$ cat src/rtl/main_control_fsm.sv
// rtl/main_control_fsm.sv - multi-cycle main control FSM for the 64-bit RISC-V datapath
// Sequences ld/sd/beq/R-type through fetch..writeback and counts retired instructions.
module main_control_fsm (
    input  logic        clk,
    input  logic        rst_n,
    input  logic [6:0]  opcode,
    input  logic        memReady,
    output logic [1:0]  aluOp,
    output logic [1:0]  aluSrcA,
    output logic [1:0]  aluSrcB,
    output logic        pcWrite,
    output logic        pcWriteCond,
    output logic        pcSource,
    output logic        iorD,
    output logic        memRead,
    output logic        memWrite,
    output logic        irWrite,
    output logic        memToReg,
    output logic        regWrite,
    output logic        illegalInstr,
    output logic [3:0]  state,
    output logic [31:0] retired
);

    typedef enum logic [3:0] {
        S_FETCH     = 4'd0,
        S_DECODE    = 4'd1,
        S_MEM_ADDR  = 4'd2,
        S_MEM_READ  = 4'd3,
        S_MEM_WB    = 4'd4,
        S_MEM_WRITE = 4'd5,
        S_EXECUTE   = 4'd6,
        S_ALU_WB    = 4'd7,
        S_BRANCH    = 4'd8
    } state_t;

    localparam logic [6:0] OP_LD     = 7'b0000011;
    localparam logic [6:0] OP_SD     = 7'b0100011;
    localparam logic [6:0] OP_RTYPE  = 7'b0110011;
    localparam logic [6:0] OP_BRANCH = 7'b1100011;

    state_t      state_q;
    state_t      state_d;
    logic        run_q;
    logic        retire;
    logic [31:0] retired_q;

    // run_q holds every strobe low until the first clock after reset release
    always_ff @(posedge clk or negedge rst_n) begin
        if (!rst_n) begin
            state_q   <= S_FETCH;
            run_q     <= 1'b0;
            retired_q <= 32'd0;
        end else begin
            state_q <= state_d;
            run_q   <= 1'b1;
            if (retire) begin
                retired_q <= retired_q + 32'd1;
            end
        end
    end

    always_comb begin
        state_d      = state_q;
        retire       = 1'b0;
        aluOp        = 2'b00;
        aluSrcA      = 2'b00;
        aluSrcB      = 2'b00;
        pcWrite      = 1'b0;
        pcWriteCond  = 1'b0;
        pcSource     = 1'b0;
        iorD         = 1'b0;
        memRead      = 1'b0;
        memWrite     = 1'b0;
        irWrite      = 1'b0;
        memToReg     = 1'b0;
        regWrite     = 1'b0;
        illegalInstr = 1'b0;

        if (!run_q) begin
            state_d = S_FETCH;
        end else begin
            case (state_q)
                S_FETCH: begin
                    memRead = 1'b1;
                    aluSrcB = 2'b01;
                    irWrite = memReady;
                    pcWrite = memReady;
                    if (memReady) begin
                        state_d = S_DECODE;
                    end
                end
                S_DECODE: begin
                    // PC + imm is parked in ALUOut for a possible branch
                    aluSrcB = 2'b10;
                    case (opcode)
                        OP_LD, OP_SD: state_d = S_MEM_ADDR;
                        OP_RTYPE:     state_d = S_EXECUTE;
                        OP_BRANCH:    state_d = S_BRANCH;
                        default: begin
                            state_d      = S_FETCH;
                            illegalInstr = 1'b1;
                        end
                    endcase
                end
                S_MEM_ADDR: begin
                    aluSrcA = 2'b01;
                    aluSrcB = 2'b10;
                    state_d = (opcode == OP_SD) ? S_MEM_WRITE : S_MEM_READ;
                end
                S_MEM_READ: begin
                    memRead = 1'b1;
                    iorD    = 1'b1;
                    if (memReady) begin
                        state_d = S_MEM_WB;
                    end
                end
                S_MEM_WB: begin
                    regWrite = 1'b1;
                    memToReg = 1'b1;
                    state_d  = S_FETCH;
                    retire   = 1'b1;
                end
                S_MEM_WRITE: begin
                    memWrite = 1'b1;
                    iorD     = 1'b1;
                    if (memReady) begin
                        state_d = S_FETCH;
                        retire  = 1'b1;
                    end
                end
                S_EXECUTE: begin
                    aluSrcA = 2'b01;
                    aluOp   = 2'b10;
                    state_d = S_ALU_WB;
                end
                S_ALU_WB: begin
                    regWrite = 1'b1;
                    state_d  = S_FETCH;
                    retire   = 1'b1;
                end
                S_BRANCH: begin
                    aluSrcA     = 2'b01;
                    aluOp       = 2'b01;
                    pcWriteCond = 1'b1;
                    pcSource    = 1'b1;
                    state_d     = S_FETCH;
                    retire      = 1'b1;
                end
                default: begin
                    state_d = S_FETCH;
                end
            endcase
        end
    end

    assign state   = state_q;
    assign retired = retired_q;

endmodule

$ cat config.mk
export PLATFORM = sky130hd
export DESIGN_NAME = main_control_fsm
export DESIGN_NICKNAME = d
export VERILOG_FILES = /design/src/rtl/main_control_fsm.sv
export SDC_FILE = /design/constraint.sdc
export NUM_CORES = 1
export LEC_CHECK = 0
export BUFFER_PORTS_ARGS = -buffer_cell sky130_fd_sc_hd__buf_2
export CAP_MARGIN = 20
export CELL_PAD_IN_SITES_DETAIL_PLACEMENT = 1
export CELL_PAD_IN_SITES_GLOBAL_PLACEMENT = 2
export CORE_ASPECT_RATIO = 0.8
export CORE_MARGIN = 5
export CORE_UTILIZATION = 32
export DETAILED_ROUTE_END_ITERATION = 8
export HOLD_SLACK_MARGIN = 0.08
export PLACE_DENSITY = 0.91
export SKIP_CTS_REPAIR_TIMING = 1
export SLEW_MARGIN = 20
export SYNTH_ARGS = -nofsm -noshare
export SYNTH_HDL_FRONTEND = slang
export SYNTH_SLANG_ARGS = --single-unit
$ cat constraint.sdc
create_clock -name clk -period 5.1 [get_ports clk]
set_input_delay 0.255 -clock clk [delete_from_list [all_inputs] [get_ports clk]]
set_output_delay 0.255 -clock clk [all_outputs]
set_load 0.03 [all_outputs]
==> qor_table.md <==
| Parameter | Reported | Unit |
| --- | --- | --- |
| Outcome | completed | - |
| Number of H-tree levels | 2 | - |
| Via density per instance | 4.768 | - |
| Total number of clock tree sinks | 37 | - |
| Complex-gate fraction of the synthesized area | 5.761 | % |
| Relative slew margins | 45.91 | % |
| Clock latency reported for the late side of the worst-skew pair | 280 | ps |
| Top FF cell, synth | dfrtp_1 | - |
| Max Transition Viols Final | 0 | - |
| Number of global-route vias before repair | 1794 | - |
| Total number of vias | 1645 | - |
| Post-DP HPWL | 3.791 | mm |
| Fraction of the mapped netlist area in simple logic gates | 25.89 | % |
| Number of antenna violations at the first check in global routing | 0 | - |
| Worst min-delay path category | in -> async | - |
| Post-DR wirelength/cell | 14.30 | um |
| Setup slack at placement | 2413 | ps |
| Internal power | 393.1 | uW |
| Buffer depth of the longest clock path | 2 | - |
| Global-route wire length before repair | 8.666 | mm |
| Maximum vdd ir drop | 75.39 | uV |
| Netlist area before placement | 1933 | um^2 |
| Area Growth Syn to Fin | 22.65 | % |
| Max Clock Freq | 372.0 | MHz |
| CTS Buf Count | 5 | - |
| Cells after synthesis | 205 | - |
| Final Non-Filler Cells | 345 | - |
| Pin count of the biggest net entering global routing | 38 | - |
| Total area of sequential cells | 925.9 | um^2 |
| Number of placed instances, taps included | 339 | - |
| Sw Ratio | 23.45 | % |
| Commonest non-fill, non-tap cell in the layout | buf_2 | - |
| Worst flop-to-flop path startpoint | state[2]$_DFFE_PN0P_ | - |
| Total Routed Length | 4.932 | mm |
| Register area share after synthesis | 47.90 | % |
| Multiplexer share of the synthesized area | 0.5825 | % |
| Clock skew | 8.609 | ps |
| Multi-input gate area in the final layout | 932.1 | um^2 |
| Required time of the critical path | 5310 | ps |
| Site row count | 25 | - |
| Antenna-violating nets left | 0 | - |
| Vertical die dimension | 79.52 | um |
| Number of placed I/O pins | 62 | - |
| Final estimated routing congestion in global placement | 0.8015 | - |
| Final setup violation count | 0 | - |
| Full die area | 7705 | um^2 |
| Dominant delay contributor by cell family on the critical path | simple AND/OR/NAND/NOR gates | - |
| Post-detailed-route DRC marker count | 0 | - |
| Synth unique cells | 34 | - |
| Async SR Flop Fraction | 100.0 | % |
| Worst Reg2Reg Path Length in Cells | 5 | - |
| Count of port buffers added during placement | 60 | - |
| Combinational share of power | 6.1 | % |
| Clock transition at the registers of the reported paths | 70 | ps |
| Unrepaired setup endpoints after global routing | no | - |
| Total of flip-flops plus latches after synthesis | 37 | - |
| EDFF count, synth | 0 | - |
| Share of final-layout standard cells stronger than drive strength 1 | 25.76 | % |
| Kind of start point of the critical path | flip-flop | - |
| Starting DRC count in detailed routing | 57 | - |
| Fillers | 734 | - |
| Hold Fails Final Rpt | 0 | - |
| Share of the clock period used by the worst path | 52.71 | % |
| Time the worst path needs with I/O delays and setup | 2688 | ps |
| Synthesized-area fraction occupied by xor and xnor cells | 14.95 | % |
| Total negative slack | 0 | ps |
| Diodes inserted | 0 | - |
| Number of max-cap violations | 0 | - |
| Slowest stage delay, CP | 660 | ps |
| Average instance area after synthesis | 9.430 | um^2 |
| Placeable core area | 5881 | um^2 |
| Sequential power share | 58.0 | % |
| Crit path buffers/inverters | 0 | - |
| Kind of critical path | reg -> reg | - |
| Leak pwr | 0.001243 | uW |
| Share of total power in the clock network | 35.9 | % |
| Highest net fanout along the worst path | 16 | - |
| Final setup margin | 2412 | ps |
| Root buffer cell | clkbuf_8 | - |
| Critical Path Sink Type | flip-flop | - |
| Dominant combinational cell family by area after synthesis | simple AND/OR/NAND/NOR gates | - |
| Effective utilization at floorplan | 32.87 | % |
| Transition time at the pin with the least slew margin | 811.4 | ps |
| Remaining global-route overflow | 0 | - |
| Count of warnings emitted by yosys | 0 | - |
| Adder and majority gate portion of the synthesized area | 0.6472 | % |
| TritonCTS clock tree | built | - |
| Most frequent cells in the layout | buf_2, dfrtp_1, nor3_1, xor2_1 | - |
| Total iterations of the first detailed-routing run | 4 | - |
| List of cells traversed by the critical path | nand2b_1, a2111oi_4, nand4_1, nor4_1, xor2_1 | - |
| Power per cell area | 216.6 | nW/um^2 |
| Net Count, Synth | 216 | - |
| Die Width | 96.90 | um |
| Flop2flop setup slack | 2410 | ps |
| # nets final | 276 | - |
| Cell with the largest stage delay on the worst path | dfrtp_1 | - |
| Endpoint of the worst-slack reg-to-reg timing path | retired[26]$_DFFE_PN0P_ | - |
| Overall track demand over capacity in global routing | 13.64 | % |
| Switching power | 120.4 | uW |
| Arr. time, crit path | 2900 | ps |
==> cell usage after synthesis, types with 3 or more instances <==
master    count  area (um^2)
xor2_1       20        175.2
a21oi_1       6        30.03
nand3_1      11        55.05
inv_1        10        37.54
nand4_1       6        37.54
nor3_1       22        110.1
xnor2_1      13        113.9
clkbuf_1      3        11.26
nor2b_1       5        31.28
buf_4         3        22.52
nor2_1       19        71.32
dfrtp_1      37        925.9
nor4_1        5        31.28
nand2_1      19        71.32
==> through the flow <==
step | utilization (%) | hold slack [ps] | instance area, um^2 | power (uW)
after floorplan | - | -40.59 | 1933 | 320.8
after global placement | 39.06 | 404.8 | 2297 | 335.1
after detailed placement | 39.06 | 405.8 | 2297 | 335.8
after CTS | 40.32 | 95.96 | 2371 | 521.3
after global routing | 40.32 | 151.7 | 2371 | 539.0
final | 40.32 | 60.14 | 2371 | 513.5
==> registers in the layout, summed over array words and instances, names as in the netlist <==
register / flops
state: 4
retired: 32
run_q: 1
==> worst register-to-register path, cell delays in order (launching register included) <==
cell,delay [ps]
dfrtp_1,660
nand2b_1,180
a2111oi_4,520
nand4_1,550
nor4_1,520
xor2_1,180
==> worst max-delay path by stage <==
stage | startpoint | endpoint | depth (start not counted)
4_1_cts | state[2]$_DFFE_PN0P_ | retired[26]$_DFFE_PN0P_ | 5
3_5_place_dp | state[2]$_DFFE_PN0P_ | retired[26]$_DFFE_PN0P_ | 5
6_report | state[2]$_DFFE_PN0P_ | retired[26]$_DFFE_PN0P_ | 5
5_1_grt | state[2]$_DFFE_PN0P_ | retired[26]$_DFFE_PN0P_ | 5
2_1_floorplan | state[1]$_DFFE_PN0P_ | pcWrite | 4
3_3_place_gp | state[2]$_DFFE_PN0P_ | retired[26]$_DFFE_PN0P_ | 5
==> power by group through the flow <==
stage / combinational, uW / clock, uW / sequential [uW]
2_1_floorplan: 17.4 / 0 / 303
3_3_place_gp: 31.8 / 0 / 303
3_5_place_dp: 32.3 / 0 / 303
4_1_cts: 32.4 / 191 / 298
5_1_grt: 35.3 / 206 / 298
6_report: 31.4 / 184 / 298
==> cells by family (layout without fill, tap and decap cells) <==
| group | after synthesis | count (layout) |
|---|---|---|
| compound gates | 14 | 14 |
| xor+xnor | 33 | 33 |
| fa+ha+maj | 1 | 1 |
| buf+inv | 17 | 76 |
| flops | 37 | 37 |
| mux | 1 | 1 |
| other cells | 2 | 2 |
| simple gates | 100 | 100 |
==> cell type report <==
| class | instances | area share, % |
|---|---|---|
| multi-input combinational | 151 | 39.31 |
| clock inverter | 1 | 0.2111 |
| clock buffer | 5 | 2.902 |
| inverter | 10 | 1.583 |
| tap | 81 | 4.274 |
| timing repair buffer | 60 | 12.66 |
| sequential | 37 | 39.05 |
==> metal layers <==
metal / track usage (%) / vias to the layer above / routed length [um]
li1: - / 813 / -
met1: 17.60 / 794 / 2334
met2: 22.80 / 33 / 2312
met3: 3.231 / 5 / 237
met4: 4.208 / 0 / 46
met5: 0 / - / 0
(Power assumes the default switching activity.)
